[src/rtl/led_pattern_player.sv]
// Plays LED patterns fetched from the second port of the on-chip RAM.
// Each word carries a 24-bit hold count and an LED field; a hold of 0 marks the end of the table.
module led_pattern_player #(
  parameter int ADDR_W       = 13,
  parameter int LED_W        = 8,
  parameter int READ_LATENCY = 1
) (
  input  logic              clk,
  input  logic              reset_n,
  input  logic              start,
  input  logic              stop,
  input  logic              loop_en,
  input  logic [ADDR_W-1:0] cfg_base,
  output logic [ADDR_W-1:0] mem_address,
  output logic              mem_chipselect,
  output logic              mem_write,
  output logic [3:0]        mem_byteenable,
  input  logic [31:0]       mem_readdata,
  output logic [LED_W-1:0]  led_out,
  output logic              busy,
  output logic              done,
  output logic [ADDR_W-1:0] cur_addr
);

  localparam int WCW = (READ_LATENCY > 1) ? $clog2(READ_LATENCY) : 1;
  localparam logic [WCW-1:0] WAIT_LAST = WCW'(READ_LATENCY - 1);

  typedef enum logic [1:0] {S_IDLE, S_ISSUE, S_WAIT, S_HOLD} state_e;

  state_e            state_q, state_d;
  logic [ADDR_W-1:0] addr_q, addr_d;
  logic [ADDR_W-1:0] cur_q, cur_d;
  logic [LED_W-1:0]  led_q, led_d;
  logic [23:0]       hold_q, hold_d;
  logic [WCW-1:0]    wcnt_q, wcnt_d;
  logic              done_q, done_d;
  logic [23:0]       rd_hold;
  logic              unused_rd;

  assign rd_hold   = mem_readdata[31:8];
  assign unused_rd = ^mem_readdata;

  always_ff @(posedge clk or negedge reset_n) begin
    if (!reset_n) begin
      state_q <= S_IDLE;
      addr_q  <= '0;
      cur_q   <= '0;
      led_q   <= '0;
      hold_q  <= '0;
      wcnt_q  <= '0;
      done_q  <= 1'b0;
    end else begin
      state_q <= state_d;
      addr_q  <= addr_d;
      cur_q   <= cur_d;
      led_q   <= led_d;
      hold_q  <= hold_d;
      wcnt_q  <= wcnt_d;
      done_q  <= done_d;
    end
  end

  always_comb begin
    state_d = state_q;
    addr_d  = addr_q;
    cur_d   = cur_q;
    led_d   = led_q;
    hold_d  = hold_q;
    wcnt_d  = wcnt_q;
    done_d  = 1'b0;
    case (state_q)
      S_IDLE: begin
        if (start && !stop) begin
          addr_d  = cfg_base;
          state_d = S_ISSUE;
        end
      end
      S_ISSUE: begin
        if (stop) state_d = S_IDLE;
        else begin
          wcnt_d  = '0;
          state_d = S_WAIT;
        end
      end
      S_WAIT: begin
        // readdata is only trusted on the final wait cycle; stop discards the read
        if (stop) state_d = S_IDLE;
        else if (wcnt_q != WAIT_LAST) wcnt_d = wcnt_q + WCW'(1);
        else if (rd_hold != 24'd0) begin
          led_d   = mem_readdata[LED_W-1:0];
          cur_d   = addr_q;
          hold_d  = rd_hold;
          state_d = S_HOLD;
        end else if (loop_en) begin
          addr_d  = cfg_base;
          state_d = S_ISSUE;
        end else begin
          done_d  = 1'b1;
          state_d = S_IDLE;
        end
      end
      S_HOLD: begin
        if (stop) state_d = S_IDLE;
        else if (hold_q == 24'd1) begin
          addr_d  = addr_q + ADDR_W'(1);
          state_d = S_ISSUE;
        end else hold_d = hold_q - 24'd1;
      end
      default: state_d = S_IDLE;
    endcase
  end

  assign mem_address    = addr_q;
  assign mem_chipselect = (state_q == S_ISSUE);
  assign mem_write      = 1'b0;
  assign mem_byteenable = '1;
  assign led_out        = led_q;
  assign busy           = (state_q != S_IDLE);
  assign done           = done_q;
  assign cur_addr       = cur_q;

endmodule

[config.mk]
export PLATFORM = sky130hd
export DESIGN_NAME = led_pattern_player
export DESIGN_NICKNAME = d
export VERILOG_FILES = /design/src/rtl/led_pattern_player.sv
export SDC_FILE = /design/constraint.sdc
export NUM_CORES = 1
export LEC_CHECK = 0
export CORE_ASPECT_RATIO = 0.75
export CORE_MARGIN = 10
export CORE_UTILIZATION = 40
export CTS_BUF_LIST = sky130_fd_sc_hd__clkbuf_4
export CTS_CLUSTER_DIAMETER = 120
export DETAILED_ROUTE_END_ITERATION = 10
export PLACE_DENSITY = 0.68
export SYNTH_ARGS = -nofsm -noshare
export SYNTH_HDL_FRONTEND = slang
export SYNTH_SLANG_ARGS = --single-unit
[constraint.sdc]
create_clock -name clk -period 2.59 [get_ports clk]
set_input_delay 0.518 -clock clk [delete_from_list [all_inputs] [get_ports clk]]
set_output_delay 0.518 -clock clk [all_outputs]
set_load 0.005 [all_outputs]
Word-level counts from Yosys, hierarchy flattened

Index checks and enable logic that the tools add are counted.

$add $sub $neg: 3
Reduce and logical (&&, ||, !) cells: 13
Multiplexer cells: 32
Equality and inequality tests: 16
Bitwise operators: 2

Operators by type and width:

| kind                    | number |
|---|---|
| $mux W24                | 5 |
| $mux W13                | 7 |
| $pmux W24 S2            | 1 |
| $pmux W13 S3            | 1 |
| $eq A24 B1 Y1 const B   | 1 |
| $reduce_bool A24 Y1     | 1 |
| $sub A24 B1 Y24 const B | 1 |
| $ne A2 B2 Y1 const B    | 10 |
| $mux W2                 | 7 |
| $add A13 B1 Y13 const B | 1 |
| $mux W1                 | 9 |
| $pmux W2 S4             | 1 |
| $reduce_and A8 Y1       | 1 |
| $ne A3 B3 Y1 const B    | 2 |
| $reduce_and A3 Y1       | 2 |
| $reduce_and A6 Y1       | 1 |
| $reduce_bool A2 Y1      | 3 |
| $eq A2 B2 Y1 const B    | 2 |
| $reduce_and A4 Y1       | 1 |
| $reduce_bool A3 Y1      | 1 |
| $eq A2 B1 Y1 const B    | 1 |
| $logic_not A2 Y1        | 1 |
| $not A1 Y1              | 2 |
| $pmux W1 S2             | 1 |
| 3 further kinds         | 3 |

Input bits: 50
Output and inout bits: 42
Register bits after elaboration: 62
Logic and storage cells: 73

Longest topological paths before layout

Depth in word-level cells: 5
Mapped depth: 9

Worst setup path after synthesis

OpenSTA, ideal clock, no wires.

Kind: flip-flop to flip-flop
From: reg hold_q[18]
To: reg addr_q[1] (netlist: mem_address[1])
Required time: 2.463 ns
Setup slack: 0.399 ns
Setup time: 0.127 ns
Buffers on the path: 1
Clock period less this slack: 2.191 ns
Stages on the path, launching flop included: 7
Arrival time: 2.064 ns
Cell sequence: dfrtp_1 -> nor4_2 -> nand4b_2 -> or4_4 -> a31oi_4 -> buf_6 -> a31oi_1

Cells in the longest elaborated chain, start to end: 3

RTL lines:

| item                               | RTL line | source |
|---|---|---|
| start: declaration                 | 34       | `logic [23:0] hold_q, hold_d;` |
| start signal: assignment           | 57       | `hold_q <= hold_d;` |
| $eq A24 B1 Y1                      | 104      | `else if (hold_q == 24'd1) begin` |
| $ne A2 B2 Y1 (no source line)      | --       |  |
| $reduce_and A8 Y1 (no source line) | --       |  |
| end signal: assignment             | 54       | `addr_q <= addr_d;` |
| end: declaration                   | 31       | `logic [ADDR_W-1:0] addr_q, addr_d;` |

No other way between the ends.
A chain may end at the register's enable or synchronous reset.

Worst setup path after layout

From: reg hold_q[18]
To: reg addr_q[4] (netlist: mem_address[4])

The elaborated chain is that of the path after synthesis.

==> results.py <==
metrics = {
    "power_and_ir_drop": {
        "cellLeakagePower_nw": 1.815,
        "vdd_ir_drop_max_mv": 0.4884,
        "power_mw": 3.607,
        "cellPowerDensity_nw_per_um2": 766.3,
    },
    "placed_design": {
        "port_buffers": 86,
        "hpwlAfterDp_mm": 8.075,
        "place.gp.congestion": 0.8612,
        "place_ws_ns": -0.1294,
    },
    "critical_path": {
        "path_buf_inv": 1,
        "r2r_setup_slack_ns": 0.21,
        "cp.arrival_ns": 2.74,
        "crit_family": "simple AND/OR/NAND/NOR gates",
        "crit_path_end_kind": "register",
        "critical_path.max_fanout": 18,
        "r2r-start": "hold_q[18]",
        "cp-startpoint": "hold_q[18]",
        "r2r_end": "mem_address[4]",
        "cpPeakStageDelay_ns": 0.64,
        "cp.required_ns": 2.94,
        "crit_type": "reg -> reg",
        "cp_common_cell": "a21oi_1",
        "reg2regPathDepth": 7,
        "cp_slowest_cell": "or4_4",
        "worstPathCellList": "nor4_2 -> nand4b_2 -> or4_4 -> a31oi_4 -> buf_12 -> a21oi_1 -> a21oi_1",
        "cp-start-kind": "register",
    },
    "drt": {
        "wirelength_mm": 10.47,
        "drt_iter0_drc": 245,
        "via_count": 3380,
        "ant_nets": 0,
        "dr.pass1.iters": 5,
        "viasPerCell": 5.662,
        "drc": 0,
        "wire_per_inst_um": 17.53,
    },
    "floorplanning": {
        "io_pins": 92,
        "die_width_um": 127.7,
        "coreArea_um2": 8454,
        "start_util_pct": 41.19,
        "dieArea_um2": 12880,
        "die_h_um": 100.8,
        "fp-row-count": 29,
    },
    "yosys": {
        "ys_ff_latch": 61,
        "yosys.area.top_type": "dfrtp_1",
        "synth_area_leaders": "dfrtp_1 44%, mux2_2 6.5%, a21oi_1 6.0%",
        "synth_edf_count": 0,
        "synth.most_common_cell": "dfrtp_1",
        "synth_common_cells": "61 x dfrtp_1, 42 x a21oi_1, 36 x o21ai_0",
        "yosysWarningCount": 0,
        "postSynthAreaPerCell_um2": 9.068,
        "yosysTopAreaCellShare_pct": 43.84,
        "netlist_instances": 384,
        "synth_top_flop_cell": "dfrtp_1",
        "synth_seq_area_share_pct": 43.84,
        "async_flop_share_pct": 100.0,
        "syn-cell-area_um2": 3482,
        "synth_cell_type_count": 52,
    },
    "global_route": {
        "gr-usage-all-layers_pct": 16.47,
        "grt_pass1_wl_mm": 17.34,
        "overflow": 0,
        "grt_max_degree": 25,
        "antenna_found_initial": 0,
        "grt_pass1_vias": 3406,
    },
    "timing": {
        "setup_tns_ns": 0,
        "drv_slew": 0,
        "fin_skew_ns": 0.01826,
        "tightest_slew_ns": 0.5990,
        "timing.slew.headroom_pct": 60.06,
        "fin_crit_sh_pct": 92.08,
        "layout_min_cycle_time_ns": 2.385,
        "setup_viol": 0,
        "max_freq_ghz": 0.4193,
        "rsz0062_at_grt": "no",
        "finalHoldViolCount": 0,
        "postLayoutSetupSlackWorst_ns": 0.2051,
    },
    "clock_tree": {
        "clk_latency_ns": 0.43,
        "clock_path_buffers": 2,
        "root_buffer": "clkbuf_4",
        "cts_setup_buffers": 0,
        "clkTransAtPathRegs_ns": 0.11,
        "htree_num_levels": 3,
        "cts.sinks": 61,
        "numCtsBuffers": 9,
        "cts_tree": "built",
        "cts_resized": 0,
        "ctsHoldBuffers": 0,
    },
    "job": {
        "cap_violations": 0,
    },
    "run_status": {
        "status": "completed",
    },
    "worst_hold_path": {
        "hp-class": "in -> async",
    },
    "final_layout": {
        "drive_gt1_share_pct": 15.54,
        "area_growth_pct": 35.18,
        "antenna_cells": 0,
        "fin_nets": 538,
    },
}
==> stage by stage <==
step / instances / utilization [%] / area [um2] / hold WS, ns
after CTS: 597 / 55.68 / 4707 / 0.08723
final: 597 / 55.68 / 4707 / 0.08889
after floorplan: 387 / - / 3493 / 0.2224
after global placement: 582 / 54.17 / 4579 / 0.4769
after global routing: 597 / 55.68 / 4707 / 0.1020
after detailed placement: 582 / 54.17 / 4579 / 0.4871
==> worst reg2reg max path, stage by stage, from the launching register on <==
cell and delay [ns]:
dfrtp_1 0.43, nor4_2 0.40, nand4b_2 0.27, or4_4 0.64, a31oi_4 0.23, buf_12 0.17, a21oi_1 0.07, a21oi_1 0.12
==> cell type report <==
cell class | count | area, um2
Clock buffer | 10 | 75.07
Timing Repair Buffer | 113 | 1084
Clock inverter | 5 | 52.55
Inverter | 4 | 15.01
Tap cell | 108 | 135.1
Sequential cell | 61 | 1526
Multi-Input combinational cell | 296 | 1819
Fill cell | 830 | 3747
==> per-layer routing <==
metal / up-vias / share of wire, % / track usage (%)
met5: - / 0 / 0
met4: 0 / 1.3 / 5.268
met3: 12 / 8.9 / 5.468
met2: 134 / 43 / 23.33
met1: 1606 / 47 / 22.99
li1: 1628 / - / -
==> how the worst max path moves through the flow <==
| stage | endpoint | depth (start not counted) | slack (ns) |
|---|---|---|---|
| floorplan | mem_address[1] | 6 | 0.40 |
| global placement | cur_addr[8] | 7 | -0.11 |
| detailed placement | cur_addr[4] | 7 | -0.13 |
| CTS | mem_address[7] | 7 | 0.21 |
| global route | mem_address[7] | 7 | 0.02 |
| finish | mem_address[4] | 7 | 0.21 |
==> flip-flops by register name (all words and copies together), names as in the netlist <==
signal / count
led_out: 8
cur_addr: 13
mem_address: 13
state_q: 2
done: 1
hold_q: 24
==> cell families after synthesis <==
| logic type | share of synthesized area [%] |
|---|---|
| AOI/OAI and AO/OA | 23.61 |
| adders and majority gates | 1.078 |
| buffers and inverters | 4.276 |
| DFF | 43.84 |
| muxes | 7.043 |
| other | 0.2157 |
| and+or+nand+nor | 19.94 |
==> cell usage in the layout, fill, tap and decap left out, types with 3 or more instances in the layout <==
cell type        instances
nor2_1                  32
nor2b_1                  3
nor4_1                  12
a21oi_1                 42
conb_1                   5
clkdlybuf4s50_1         85
ha_1                     3
o22a_1                   5
clkbuf_4                10
a21o_1                   3
nand3_1                 13
mux2_2                  20
dfrtp_1                 61
nand2b_1                 5
nand4_1                  5
o21ai_0                 36
a31oi_1                  7
inv_1                    4
and3_1                   4
o22ai_1                  7
buf_4                   25
clkinv_2                 3
nand2_1                 35
and2_1                   4
nor3_1                  12
o2bb2ai_1                4
a22oi_1                  5
==> report_power, final <==
part           internal, mW  switching, mW  leakage, nW
combinational         0.794          0.513         1.03
sequential             1.29          0.361        0.712
clock                 0.295          0.355       0.0720
total                  2.38           1.23         1.82
No activity file was read; power rests on OpenSTA's default activity.
==> RTL edit 1 (config.mk and constraints unchanged) <==
The parameter `ADDR_W` goes from 13 to 11.
--- a/src/rtl/led_pattern_player.sv
+++ b/src/rtl/led_pattern_player.sv
@@ -2,5 +2,5 @@
 // Each word carries a 24-bit hold count and an LED field; a hold of 0 marks the end of the table.
 module led_pattern_player #(
-  parameter int ADDR_W       = 13,
+  parameter int ADDR_W       = 11,
   parameter int LED_W        = 8,
   parameter int READ_LATENCY = 1
Ports: changed (resized cfg_base, cur_addr and mem_address); port bits go from 92 to 86. No check against the original RTL was run, so the function may have changed too.
==> RTL edit 1 against the original RTL <==
Sequential power fell by 8%. Sequential cell count fell by 4. Routed wire length fell by 11%. Cell area fell by 6.0%. Setup slack improved by 100 ps. Power fell by 7.7%. Combinational power fell by 11%. Clock skew fell by 3.4 ps. Count of clock-buffer cells in the layout did not move. Sequential share of layout area fell by 0.19 points. Synthesized cell count fell by 8.3%. Area after synthesis fell by 7.8%. Via count fell by 9.2%. Critical path type is now in2reg. Largest power group unchanged.
==> RTL edit 1: results (changes against the original RTL) <==
stage,metric,value,unit,change
power,switchingPower,1120,µW,-8.9%
cts,clock_sinks,57,,-6.6%
power,p_sw_share,33.6,%,-0.47 points
grt,grt_max_degree,58,,+130%
place,numPortBuffers,80,,-7.0%
place,dpl.cell_count,541,,-7.0%
sta,finClkSkew,14.9,ps,-3.38 ps
setup_path,critPathTopFamily,buffers and inverters,,
place,place_area,4290,µm²,-6.3%
place,pre_cts_ws,-108,ps,+21.4 ps
routing,dr_wl_met2,4.35,mm,-2.8%
grt,gr-usage-met2,24.1,%,+0.79 points
routing,via_per_inst,5.51,,-2.7%
setup_path,arrival,2590,ps,-150 ps
power,power_leakage,0.00177,µW,-2.6%
synth,syn_area,3210,µm²,-7.8%
layout,multi_input_area,1640,µm²,-9.8%
grt,grt_pass1_vias,2930,,-14%
routing,m1WireLength,4.18,mm,-15%
setup_path,rr_startpoint,hold_q[12],,
layout,clk_share,3.03,%,+0.31 points
layout,multi_input_gates,265,,-10%
setup_path,r2r-end,hold_q[12],,
synth,synth_seq_area_share,44.4,%,+0.59 points
setup_path,slowest_stage,clkdlybuf4s50_1,,
setup_path,r2r_cells,8,,+1
grt,grtUsageMet3,4.53,%,-0.94 points
routing,drtIter0Drc,202,,-18%
routing,vias,3069,,-9.2%
setup_path,cp_max_fo,7,,-11
layout,drive_gt1_share,17.3,%,+1.7 points
layout,n_all_buffers,108,,-4.4%
outcome,status,"finished, final reports clean",,
routing,wl_met3,635,µm,-32%
synth,synth_compound_area_share,21.6,%,-2.0 points
setup_path,max_stage_delay,510,ps,-130 ps
layout,regArea,1430,µm²,-6.6%
synth,ys_types,55,,+5.8%
sta,max_slew_margin,64.2,%,+4.2 points
layout,final-nonclk-buf-share,24.2,%,+1.1 points
power,clkPwrFrac,19.2,%,+1.2 points
routing,drt-total-wl,9.28,mm,-11%
synth,netlist_instances,352,,-8.3%
place,gp_congestion,0.873,,+1.4%
grt,grt_pass1_wl,15.1,mm,-13%
place,place_hpwl,6.94,mm,-14%
synth,synthAdderAreaFrac,1.17,%,+0.091 points
setup_path,reg2reg_slack,370,ps,+160 ps
layout,nFillCells,731,,-12%
synth,synthTopCellsByArea,"dfrtp_1, mux2_2, a21oi_1",,
power,vdd_drop_max,0.493,mV,+0.93%
layout,nets,498,,-7.4%
synth,synth.top_cells.by_count,"dfrtp_1, nor2_1, a21oi_1",,
RTL edit 1: cell types whose count changed in the layout (fill, tap and decap cells not counted), sizes merged, moves of 4 or more:
cell / delta
a21oi: -4
clkdlybuf4s50: -6
dfrtp: -4
nand2: -9
nand3: -7
nand4: -4
nor2: +6
nor3: +9
o21ai: -8
o22ai: -4
RTL edit 1: how the worst max path moves through the flow:
stage / cells after the start / to / slack (ps) / from
5_1_grt: 8 / hold_q[2] / 140 / hold_q[10]
3_3_place_gp: 10 / mem_address[0] / -80 / mem_readdata[12]
2_1_floorplan: 6 / cur_addr[0] / 510 / mem_readdata[12]
6_report: 10 / mem_address[0] / 310 / mem_readdata[15]
4_1_cts: 2 / mem_chipselect / 320 / state_q[0]
3_5_place_dp: 10 / mem_address[0] / -110 / mem_readdata[12]
==> RTL edit 2 (same settings) <==
Without the edit above. `hold_q` no longer has a reset.
--- a/src/rtl/led_pattern_player.sv
+++ b/src/rtl/led_pattern_player.sv
@@ -47,5 +47,4 @@
       cur_q   <= '0;
       led_q   <= '0;
-      hold_q  <= '0;
       wcnt_q  <= '0;
       done_q  <= 1'b0;
@@ -55,8 +54,11 @@
       cur_q   <= cur_d;
       led_q   <= led_d;
-      hold_q  <= hold_d;
       wcnt_q  <= wcnt_d;
       done_q  <= done_d;
     end
+  end
+
+  always_ff @(posedge clk) begin
+    hold_q <= hold_d;
   end
 
Check against the original RTL: no difference found for any inputs over 10 cycles, from zero or initial values and one cycle with reset_n low; that may be too few to reach the edited logic, so the function may still have changed.
==> RTL edit 2 against the original RTL <==
Routed wire length decreased by 14%. Sequential cell count did not move. Cell area is 2.1% lower. Setup slack got worse by 130 ps. Area after synthesis shrank 4.6%. Count of clock-buffer cells in the layout did not move. Power down 8.8%. Hold slack gained 100 ps. Global-route usage fell by 2.1 points. Sequential share of layout area rose by 3.3 points. Synthesized cell count shrank 13%. Critical endpoint is now hold_q[20]. Largest cell class is now sequential cells. Largest power group unchanged.
==> RTL edit 2: results (changes against the original RTL) <==
stage,metric,value,unit,change
routing,route.detailed.drc,0,,unchanged
setup_path,r2r-end,hold_q[20],,
cts,htreeDepth,3,,unchanged
power,power_leakage,0.00177,µW,-2.3%
layout,drive_gt1_share,17.8,%,+2.2 points
outcome,status,"finished, final reports clean",,
place,pre_cts_ws,-239,ps,-110 ps
layout,layoutNonFillerInstCount,550,,-7.9%
layout,n_antenna_cell,0,,unchanged
setup_path,rr_startpoint,hold_q[1],,
cts,numCtsBuffers,9,,unchanged
sta,finClkSkew,10.4,ps,-7.84 ps
place,place_hpwl,7.03,mm,-13%
grt,grt_pass1_wl,14.6,mm,-16%
routing,drt-total-wl,9.04,mm,-14%
setup_path,arrival,2670,ps,-70 ps
routing,first_pass_iters,4,,-1
place,numPortBuffers,86,,unchanged
routing,m1WireLength,4.15,mm,-16%
grt,grt_use_total,14.4,%,-2.1 points
routing,vias,2911,,-14%
cts,insertion_delay,410,ps,-20 ps
setup_path,cp_max_fo,6,,-12
sta,hold_slack,194,ps,+105 ps
grt,antenna_found_initial,0,,unchanged
synth,synth.top_cells.by_count,"nand2_1, dfrtp_1, o21ai_0",,
setup_path,reg2reg_slack,70,ps,-130 ps
place,dpl.cell_count,532,,-8.6%
routing,dr_wl_met2,4.23,mm,-5.5%
cts,clkTransAtPathRegs,100,ps,
synth,synth_edf_count,24,,+24
synth,synthTopCellsByArea,"dfrtp_1, edfxtp_1, mux2_2",,
power,vdd_drop_max,0.423,mV,-13%
hold_path,hold_path.class,in2async,,
setup_path,slowest_stage,or4_4,,
place,gp_congestion,0.850,,-1.3%
cts,cts_root_buffer,clkbuf_4,,
routing,wl_met3,591,µm,-37%
layout,nets,493,,-8.4%
synth,synth.avg_cell_area,9.95,µm²,+9.7%
setup_path,max_stage_delay,510,ps,-130 ps
routing,drtIter0Drc,175,,-29%
synth,synth_seq_area_share,49.5,%,+5.7 points
grt,grt_max_degree,38,,+52%
layout,nFillCells,738,,-11%
synth,ys_types,50,,-3.8%
setup_path,critPathTopFamily,simple AND/OR/NAND/NOR gates,,
grt,grt_pass1_vias,2747,,-19%
layout,largest_register_ffs,24,,unchanged
synth,synthArstFlopShare,60.7,%,-39 points
sta,tightest_slew,833,ps,+234 ps
layout,largest_register,hold_q,,
## RTL edit 2: changes by cell type after synthesis, sizes merged, moves of 7 or more
cell	delta
nor2	-7
nand2	+9
a21oi	-30
dfrtp	-24
xnor2	+13
edfxtp	+24
## RTL edit 2: cells by family after synthesis
group | after synthesis | share of synthesized area, %
other | 2 | 0.226
AND/OR/NAND/NOR | 125 | 19.1
XOR/XNOR | 18 | 4.74
multiplexers | 20 | 6.70
flip-flops | 61 | 49.5
buffers and inverters | 27 | 4.22
adder cells (fa/ha/maj) | 3 | 1.13
AO/OA/AOI/OAI | 78 | 14.3
## RTL edit 2: stage by stage
step	instance area, µm²	util [%]	setup TNS, ps
6_report	4610	57.7	0
5_1_grt	4610	57.7	-21.0
4_1_cts	4570	57.2	0
3_5_place_dp	4410	55.3	-10360
3_3_place_gp	4410	55.3	-8070
2_1_floorplan	3350	-	0
## RTL edit 2: how the worst max path moves through the flow
stage,from,endpoint,slack [ps]
finish,hold_q[1],hold_q[20],70
global route,hold_q[1],hold_q[22],-20
CTS,hold_q[1],hold_q[20],40
detailed placement,mem_readdata[12],led_out[4],-240
global placement,mem_readdata[12],led_out[7],-200
floorplan,hold_q[0],hold_q[22],50
## RTL edit 2: layout make-up
class	instances	area, µm²	area share (%)
Timing Repair Buffer	112	1060	23.1
Multi-Input combinational cell	249	1590	34.5
Inverter	7	26.3	0.570
Clock inverter	6	77.6	1.68
Sequential cell	61	1650	35.7
Clock buffer	10	75.1	1.63
Tap cell	105	131	2.85
## RTL edit 2: layer usage
layer | vias to the layer above | GRT usage [%]
met5 | - | 0
met1 | 1390 | 19.2
li1 | 1430 | -
met4 | 0 | 3.27
met3 | 6 | 4.55
met2 | 85 | 22.2
## RTL edit 2: what timing repair did
item | 4_1_cts | 5_1_grt
resized for setup | 0 | 5
setup endpoints to repair | 0 | 12
buffers inserted | 0 | 2
## RTL edit 2: worst register-to-register path, stage by stage, from the launching register on
cell and delay [ps]:
edfxtp_1 410, inv_2 100, ha_4 130, or4b_4 450
or2_4 250, or4_4 510, nor4_4 180, xnor2_1 180
o21ai_2 70
## RTL edit 2: power breakdown
group / switching (µW) / internal, µW / leakage [µW]
combinational: 381 / 689 / 0.00103
clock: 355 / 394 / 0.0000879
sequential: 214 / 1260 / 0.000660
